$ cat config.mk
export PLATFORM = sky130hd
export DESIGN_NAME = mult_ctrl_flat
export DESIGN_NICKNAME = d
export VERILOG_FILES = /design/src/rtl/mult_ctrl_if.sv /design/src/rtl/mult_ctrl.sv /design/src/flat_wrapper.sv
export SDC_FILE = /design/constraint.sdc
export NUM_CORES = 1
export LEC_CHECK = 0
export CORE_ASPECT_RATIO = 0.7
export CORE_MARGIN = 1
export CORE_UTILIZATION = 51
export CTS_BUF_LIST = sky130_fd_sc_hd__clkbuf_4 sky130_fd_sc_hd__clkbuf_8
export DETAILED_ROUTE_END_ITERATION = 10
export PLACE_DENSITY = 0.81
export REMOVE_ABC_BUFFERS = 1
export SYNTH_ARGS = -nofsm -noshare
export SYNTH_HDL_FRONTEND = slang
export SYNTH_SLANG_ARGS = --single-unit
$ cat constraint.sdc
create_clock -name clk -period 2.39 [get_ports clk]
set_input_delay 0.478 -clock clk [delete_from_list [all_inputs] [get_ports clk]]
set_output_delay 0.478 -clock clk [all_outputs]
set_load 0.03 [all_outputs]
$ cat src/rtl/mult_ctrl_if.sv
// Operand/handshake and iteration-counter bundle for mult_ctrl.
// master = operand source plus external down-counter, slave = mult_ctrl.
interface mult_ctrl_if #(
  parameter int WIDTH = 4
);
  // Handshake: start is acted on only when busy=0 or in the done cycle.
  // a/b are captured on that edge. busy stays high until the operation
  // retires, and done pulses for one cycle when product becomes valid.
  logic                 start;
  logic [WIDTH-1:0]     a;
  logic [WIDTH-1:0]     b;
  logic [3:0]           cnt_out;
  logic                 cnt_load;
  logic                 cnt_count;
  logic                 busy;
  logic                 done;
  logic [2*WIDTH-1:0]   product;
  logic                 err;
  logic [1:0]           fsm_state;

  modport master (
    output start, a, b, cnt_out,
    input  cnt_load, cnt_count, busy, done, product, err, fsm_state
  );

  modport slave (
    input  start, a, b, cnt_out,
    output cnt_load, cnt_count, busy, done, product, err, fsm_state
  );
endinterface

$ cat src/rtl/mult_ctrl.sv
// Shift-and-add unsigned multiplier that sequences an external 4-bit down-counter.
// Optional watchdog on a stuck counter is built when MULT_WDOG_EN is defined.
module mult_ctrl #(
  parameter int WIDTH    = 4,
  parameter int CNT_INIT = 4,
  parameter int WDOG_MAX = 8
) (
  input  logic         clk,
  input  logic         clear,
  mult_ctrl_if.slave   bus
);

  typedef enum logic [1:0] {IDLE, LOAD, CALC, DONE} state_t;

  state_t               state;
  logic [WIDTH-1:0]     m;
  logic [2*WIDTH:0]     acc;
  logic [WIDTH:0]       sum;
  logic                 cnt_load;
  logic                 busy;
  logic                 done;
  logic [2*WIDTH-1:0]   product;

  // acc holds {C, P, Q}; C is always zero before an add because the previous
  // shift moved it into P.
  assign sum = {1'b0, acc[2*WIDTH-1:WIDTH]} + {1'b0, m};

`ifdef MULT_WDOG_EN
  localparam logic [3:0] WDOG_LAST = 4'(WDOG_MAX - 1);
  logic [3:0] wdog;
  logic       err;
`endif

  always_ff @(posedge clk or negedge clear) begin
    if (!clear) begin
      state    <= IDLE;
      m        <= '0;
      acc      <= '0;
      product  <= '0;
      cnt_load <= 1'b0;
      busy     <= 1'b0;
      done     <= 1'b0;
`ifdef MULT_WDOG_EN
      wdog     <= '0;
      err      <= 1'b0;
`endif
    end else begin
      case (state)
        // DONE also accepts so that a held start gives one accept every 7 edges.
        IDLE, DONE: begin
          done <= 1'b0;
          if (bus.start) begin
            m        <= bus.a;
            acc      <= {1'b0, {WIDTH{1'b0}}, bus.b};
            cnt_load <= 1'b1;
            busy     <= 1'b1;
`ifdef MULT_WDOG_EN
            err      <= 1'b0;
`endif
            state    <= LOAD;
          end else begin
            busy  <= 1'b0;
            state <= IDLE;
          end
        end
        LOAD: begin
          cnt_load <= 1'b0;
`ifdef MULT_WDOG_EN
          wdog     <= '0;
`endif
          state    <= CALC;
        end
        CALC: begin
          if (bus.cnt_out == 4'd0) begin
            product <= acc[2*WIDTH-1:0];
            done    <= 1'b1;
            state   <= DONE;
          end
`ifdef MULT_WDOG_EN
          else if (wdog == WDOG_LAST) begin
            product <= '0;
            err     <= 1'b1;
            done    <= 1'b1;
            state   <= DONE;
          end
`endif
          else begin
`ifdef MULT_WDOG_EN
            wdog <= wdog + 4'd1;
`endif
            if (acc[0]) acc <= {sum, acc[WIDTH-1:0]} >> 1;
            else        acc <= acc >> 1;
          end
        end
        default: state <= IDLE;
      endcase
    end
  end

  assign bus.cnt_load  = cnt_load;
  assign bus.cnt_count = (state == CALC) && (bus.cnt_out != 4'd0);
  assign bus.busy      = busy;
  assign bus.done      = done;
  assign bus.product   = product;
  assign bus.fsm_state = state;
`ifdef MULT_WDOG_EN
  assign bus.err       = err;
`else
  assign bus.err       = 1'b0;
`endif

endmodule

$ cat src/flat_wrapper.sv
// flat-port wrapper written by rule: the top's interface ports become plain ports
module mult_ctrl_flat 
#(
  parameter int WIDTH    = 4,
  parameter int CNT_INIT = 4,
  parameter int WDOG_MAX = 8
)
  (clk, clear, bus_start, bus_a, bus_b, bus_cnt_out, bus_cnt_load, bus_cnt_count, bus_busy, bus_done, bus_product, bus_err, bus_fsm_state);
  mult_ctrl_if #(.WIDTH(WIDTH)) bus_i ();
  input  logic clk;
  input  logic clear;
  input wire logic [$bits(bus_i.start)-1:0] bus_start;
  input wire logic [$bits(bus_i.a)-1:0] bus_a;
  input wire logic [$bits(bus_i.b)-1:0] bus_b;
  input wire logic [$bits(bus_i.cnt_out)-1:0] bus_cnt_out;
  output wire logic [$bits(bus_i.cnt_load)-1:0] bus_cnt_load;
  output wire logic [$bits(bus_i.cnt_count)-1:0] bus_cnt_count;
  output wire logic [$bits(bus_i.busy)-1:0] bus_busy;
  output wire logic [$bits(bus_i.done)-1:0] bus_done;
  output wire logic [$bits(bus_i.product)-1:0] bus_product;
  output wire logic [$bits(bus_i.err)-1:0] bus_err;
  output wire logic [$bits(bus_i.fsm_state)-1:0] bus_fsm_state;
  assign bus_i.start = bus_start;
  assign bus_i.a = bus_a;
  assign bus_i.b = bus_b;
  assign bus_i.cnt_out = bus_cnt_out;
  assign bus_cnt_load = bus_i.cnt_load;
  assign bus_cnt_count = bus_i.cnt_count;
  assign bus_busy = bus_i.busy;
  assign bus_done = bus_i.done;
  assign bus_product = bus_i.product;
  assign bus_err = bus_i.err;
  assign bus_fsm_state = bus_i.fsm_state;
  mult_ctrl #(.WIDTH(WIDTH), .CNT_INIT(CNT_INIT), .WDOG_MAX(WDOG_MAX)) u_core (.clk(clk), .clear(clear), .bus(bus_i));
endmodule
==> impl_metrics.env <==
export IMPL_status="finished, final reports clean"
export IMPL_path_clk_slew_ns=0.13
export IMPL_first_pass_iters=5
export IMPL_cts_tree="built"
export IMPL_reg2reg_depth=6
export IMPL_period_needed_ns=2.17
export IMPL_antenna_found_initial=0
export IMPL_row_count=14
export IMPL_synth_compound_area_share_pct=12.7
export IMPL_nNetsFinal=171
export IMPL_clock_path_buffers=2
export IMPL_gp_congestion=0.720
export IMPL_ios=30
export IMPL_finClkSkew_ns=0.00514
export IMPL_vias=951
export IMPL_avgSynthCellArea_um2=10.9
export IMPL_rsz0062_at_grt="false"
export IMPL_setup_worst_path_class="in -> out"
export IMPL_p_switching_mw=0.883
export IMPL_coreArea_mm2=0.00226
export IMPL_wl_per_cell_um=13.9
export IMPL_dp_cells=175
export IMPL_cts_root_buf="clkbuf_4"
export IMPL_die_h_um=43.8
export IMPL_muxShareOfSynthArea_pct=13.9
export IMPL_swShare_pct=43.3
export IMPL_peakVddDrop_uv=847
export IMPL_setup_viol=0
export IMPL_path_max_fanout=4
export IMPL_final_hold_viol_count=0
export IMPL_hpwl_um=1870
export IMPL_maxCapViolCount=0
export IMPL_grtUsageTotal_pct=21.4
export IMPL_required_ns=1.91
export IMPL_finalWirelength_um=2500
export IMPL_ant_nets=0
export IMPL_slew_viol_final=0
export IMPL_syn2layout_area_growth_pct=27.1
export IMPL_grt_ovfl_total=0
export IMPL_n_antenna_cell=0
export IMPL_fp_dieW_um=61.7
export IMPL_crit_arrival_ns=1.69
export IMPL_drive_gt1_share_pct=15.5
export IMPL_yosysWarnings=0
export IMPL_end_kind="primary output"
export IMPL_place_worst_setup_slack_ns=-0.189
export IMPL_grt_pass1_vias=979
export IMPL_drc=0
export IMPL_htree_levels=1
export IMPL_p_comb_share_pct=55.3
export IMPL_ff2ff_setup_slack_ns=0.60
export IMPL_p_leak_nw=0.759
export IMPL_finalWorstSetupSlack_ns=0.224
export IMPL_hold_path_class="in -> async"
export IMPL_grt_pass1_wl_um=4130
export IMPL_initial_utilization_pct=56.4
export IMPL_io_buffers=28
export IMPL_clock_latency_ns=0.32
export IMPL_max_freq_ghz=0.462
export IMPL_pwr_share_clk_pct=9.1
export IMPL_synth_ff_latch_count=25
export IMPL_yosysUniqueCellTypes=29
export IMPL_seqPwrFrac_pct=35.6
export IMPL_grt_max_degree=26
export IMPL_cts_inserted_buffers=3
export IMPL_synth_xor_area_share_pct=0.688
export IMPL_die_area_mm2=0.00270
export IMPL_post_dp_cell_area_mm2=0.00158
export IMPL_period_share_pct=90.6
export IMPL_synth_top_family_by_area="multiplexers"
export IMPL_routed_via_density=5.28
export IMPL_synthCells=117
export IMPL_final_cell_area_mm2=0.00162
export IMPL_p_per_area_mw_per_mm2=1260
export IMPL_synthSimpleGateAreaFrac_pct=8.74
export IMPL_syn_area_mm2=0.00127
export IMPL_intPower_mw=1.16
export IMPL_drt_iter0_drc=12
export IMPL_fin_cells=180
export IMPL_yosysSeqAreaShare_pct=49.1
export IMPL_hold_ws_ns=0.497
export IMPL_total_power_mw=2.04
export IMPL_cts_sinks=25
export IMPL_synthAdderAreaFrac_pct=7.47
export IMPL_worstSetupStartpointType="primary input"
[stage by stage]
stage | util [%] | setup TNS, ns
after CTS | 71.2 | 0
final | 71.7 | 0
after floorplan | - | 0
after detailed placement | 70.0 | -0.189
after global routing | 71.7 | 0
after global placement | 70.0 | -0.180
[kinds of logic (layout without fill, tap and decap cells)]
kind of cell	after synthesis	after routing
other cells	1	1
buf+inv	19	50
fa+ha+maj	7	7
compound gates	27	27
mux	15	15
flops	25	25
xor+xnor	1	1
simple gates	22	22
[power groups by stage]
stage | Combinational, mW | Clock (mW) | Sequential (mW)
after detailed placement | 1.12 | 0 | 0.733
final | 1.13 | 0.185 | 0.726
after global placement | 1.08 | 0 | 0.716
after CTS | 1.13 | 0.196 | 0.725
after floorplan | 0.580 | 0 | 0.855
after global routing | 1.24 | 0.212 | 0.745
[registers in the layout, indices dropped and copies added, names as in the netlist]
name	cells
u_core.acc	8
u_core.bus.product	8
u_core.m	4
u_core.bus.fsm_state	2
u_core.bus.busy	1
u_core.bus.cnt_load	1
u_core.bus.done	1
[cell usage in the layout (no fill, tap or decap), types with 2 or more instances in the layout]
cell type,instances
dfrtp_1,25
mux2_2,5
inv_1,13
a21o_1,2
nand2_1,13
ha_1,6
nor2b_1,2
mux2_4,4
buf_4,5
mux2i_1,6
clkdlybuf4s50_1,27
a21oi_1,8
clkbuf_4,3
o21ai_1,5
nor2_1,3
o21ai_0,7
[layer usage]
| metal | share of wire, % | track usage (%) |
|---|---|---|
| met1 | 44 | 25.3 |
| met2 | 49 | 38.1 |
| met3 | 6.3 | 5.67 |
| met4 | 1.0 | 5.78 |
| met5 | 0 | 0 |
[final cells by class]
type / count / area [µm²]
Clock inverter: 1 / 5.00
Sequential cell: 25 / 626
Fill cell: 160 / 641
Multi-Input combinational cell: 73 / 564
Inverter: 13 / 48.8
Clock buffer: 3 / 22.5
Tap cell: 32 / 40.0
Timing Repair Buffer: 33 / 313
[what timing repair did]
item	4_1_cts	5_1_grt
setup buffers	0	1
pin swaps	0	1
gates resized for setup	1	3
hold buffers	0	0
setup endpoints to repair	1	1
hold endpoints to repair	0	0
[Yosys cell counts]
master    count  share of area [%]
o311ai_1      1               0.69
nor2_1        3               0.88
o21ai_0       7                2.8
a21oi_1       8                3.1
buf_4         3                1.8
buf_6         1               0.88
mux2_2        5                4.4
nand2_2       1               0.49
nand2_1      13                3.8
conb_1        1               0.29
mux2i_1       6                4.7
a21o_2        1               0.69
o21ai_1       5                2.0
nor2b_1       2               0.98
dfrtp_1      25                 49
ha_1          6                5.9
nor3_1        1               0.39
a32o_1        1               0.79
a2111o_1      1               0.88
o211ai_1      1               0.59
nor4_4        1                1.7
buf_2         1               0.39
xor2_1        1               0.69
clkbuf_1      1               0.29
nand2b_1      1               0.49
mux2_4        4                4.7
a21o_1        2                1.2
inv_1        13                3.8
fa_1          1                1.6
[worst paths after layout]
path,to,from
max,bus_cnt_count,bus_cnt_out[2]
min,u_core.bus.product[3]$_DFFE_PN0P_,clear
max reg2reg,u_core.acc[7]$_DFFE_PN0P_,u_core.bus.fsm_state[0]$_DFFE_PN0N_
min reg2reg,u_core.bus.product[0]$_DFFE_PN0P_,u_core.bus.product[0]$_DFFE_PN0P_
max in group asynchronous,u_core.acc[7]$_DFFE_PN0P_,clear
min in group clk,u_core.bus.product[0]$_DFFE_PN0P_,u_core.bus.product[0]$_DFFE_PN0P_
[critical path, cell delays in order]
cell	delay (ns)
clkdlybuf4s50_1	0.45
nor4_4	0.36
nand2b_4	0.19
inv_1	0.04
clkbuf_2	0.17
Power figures use the tool's default switching activity.
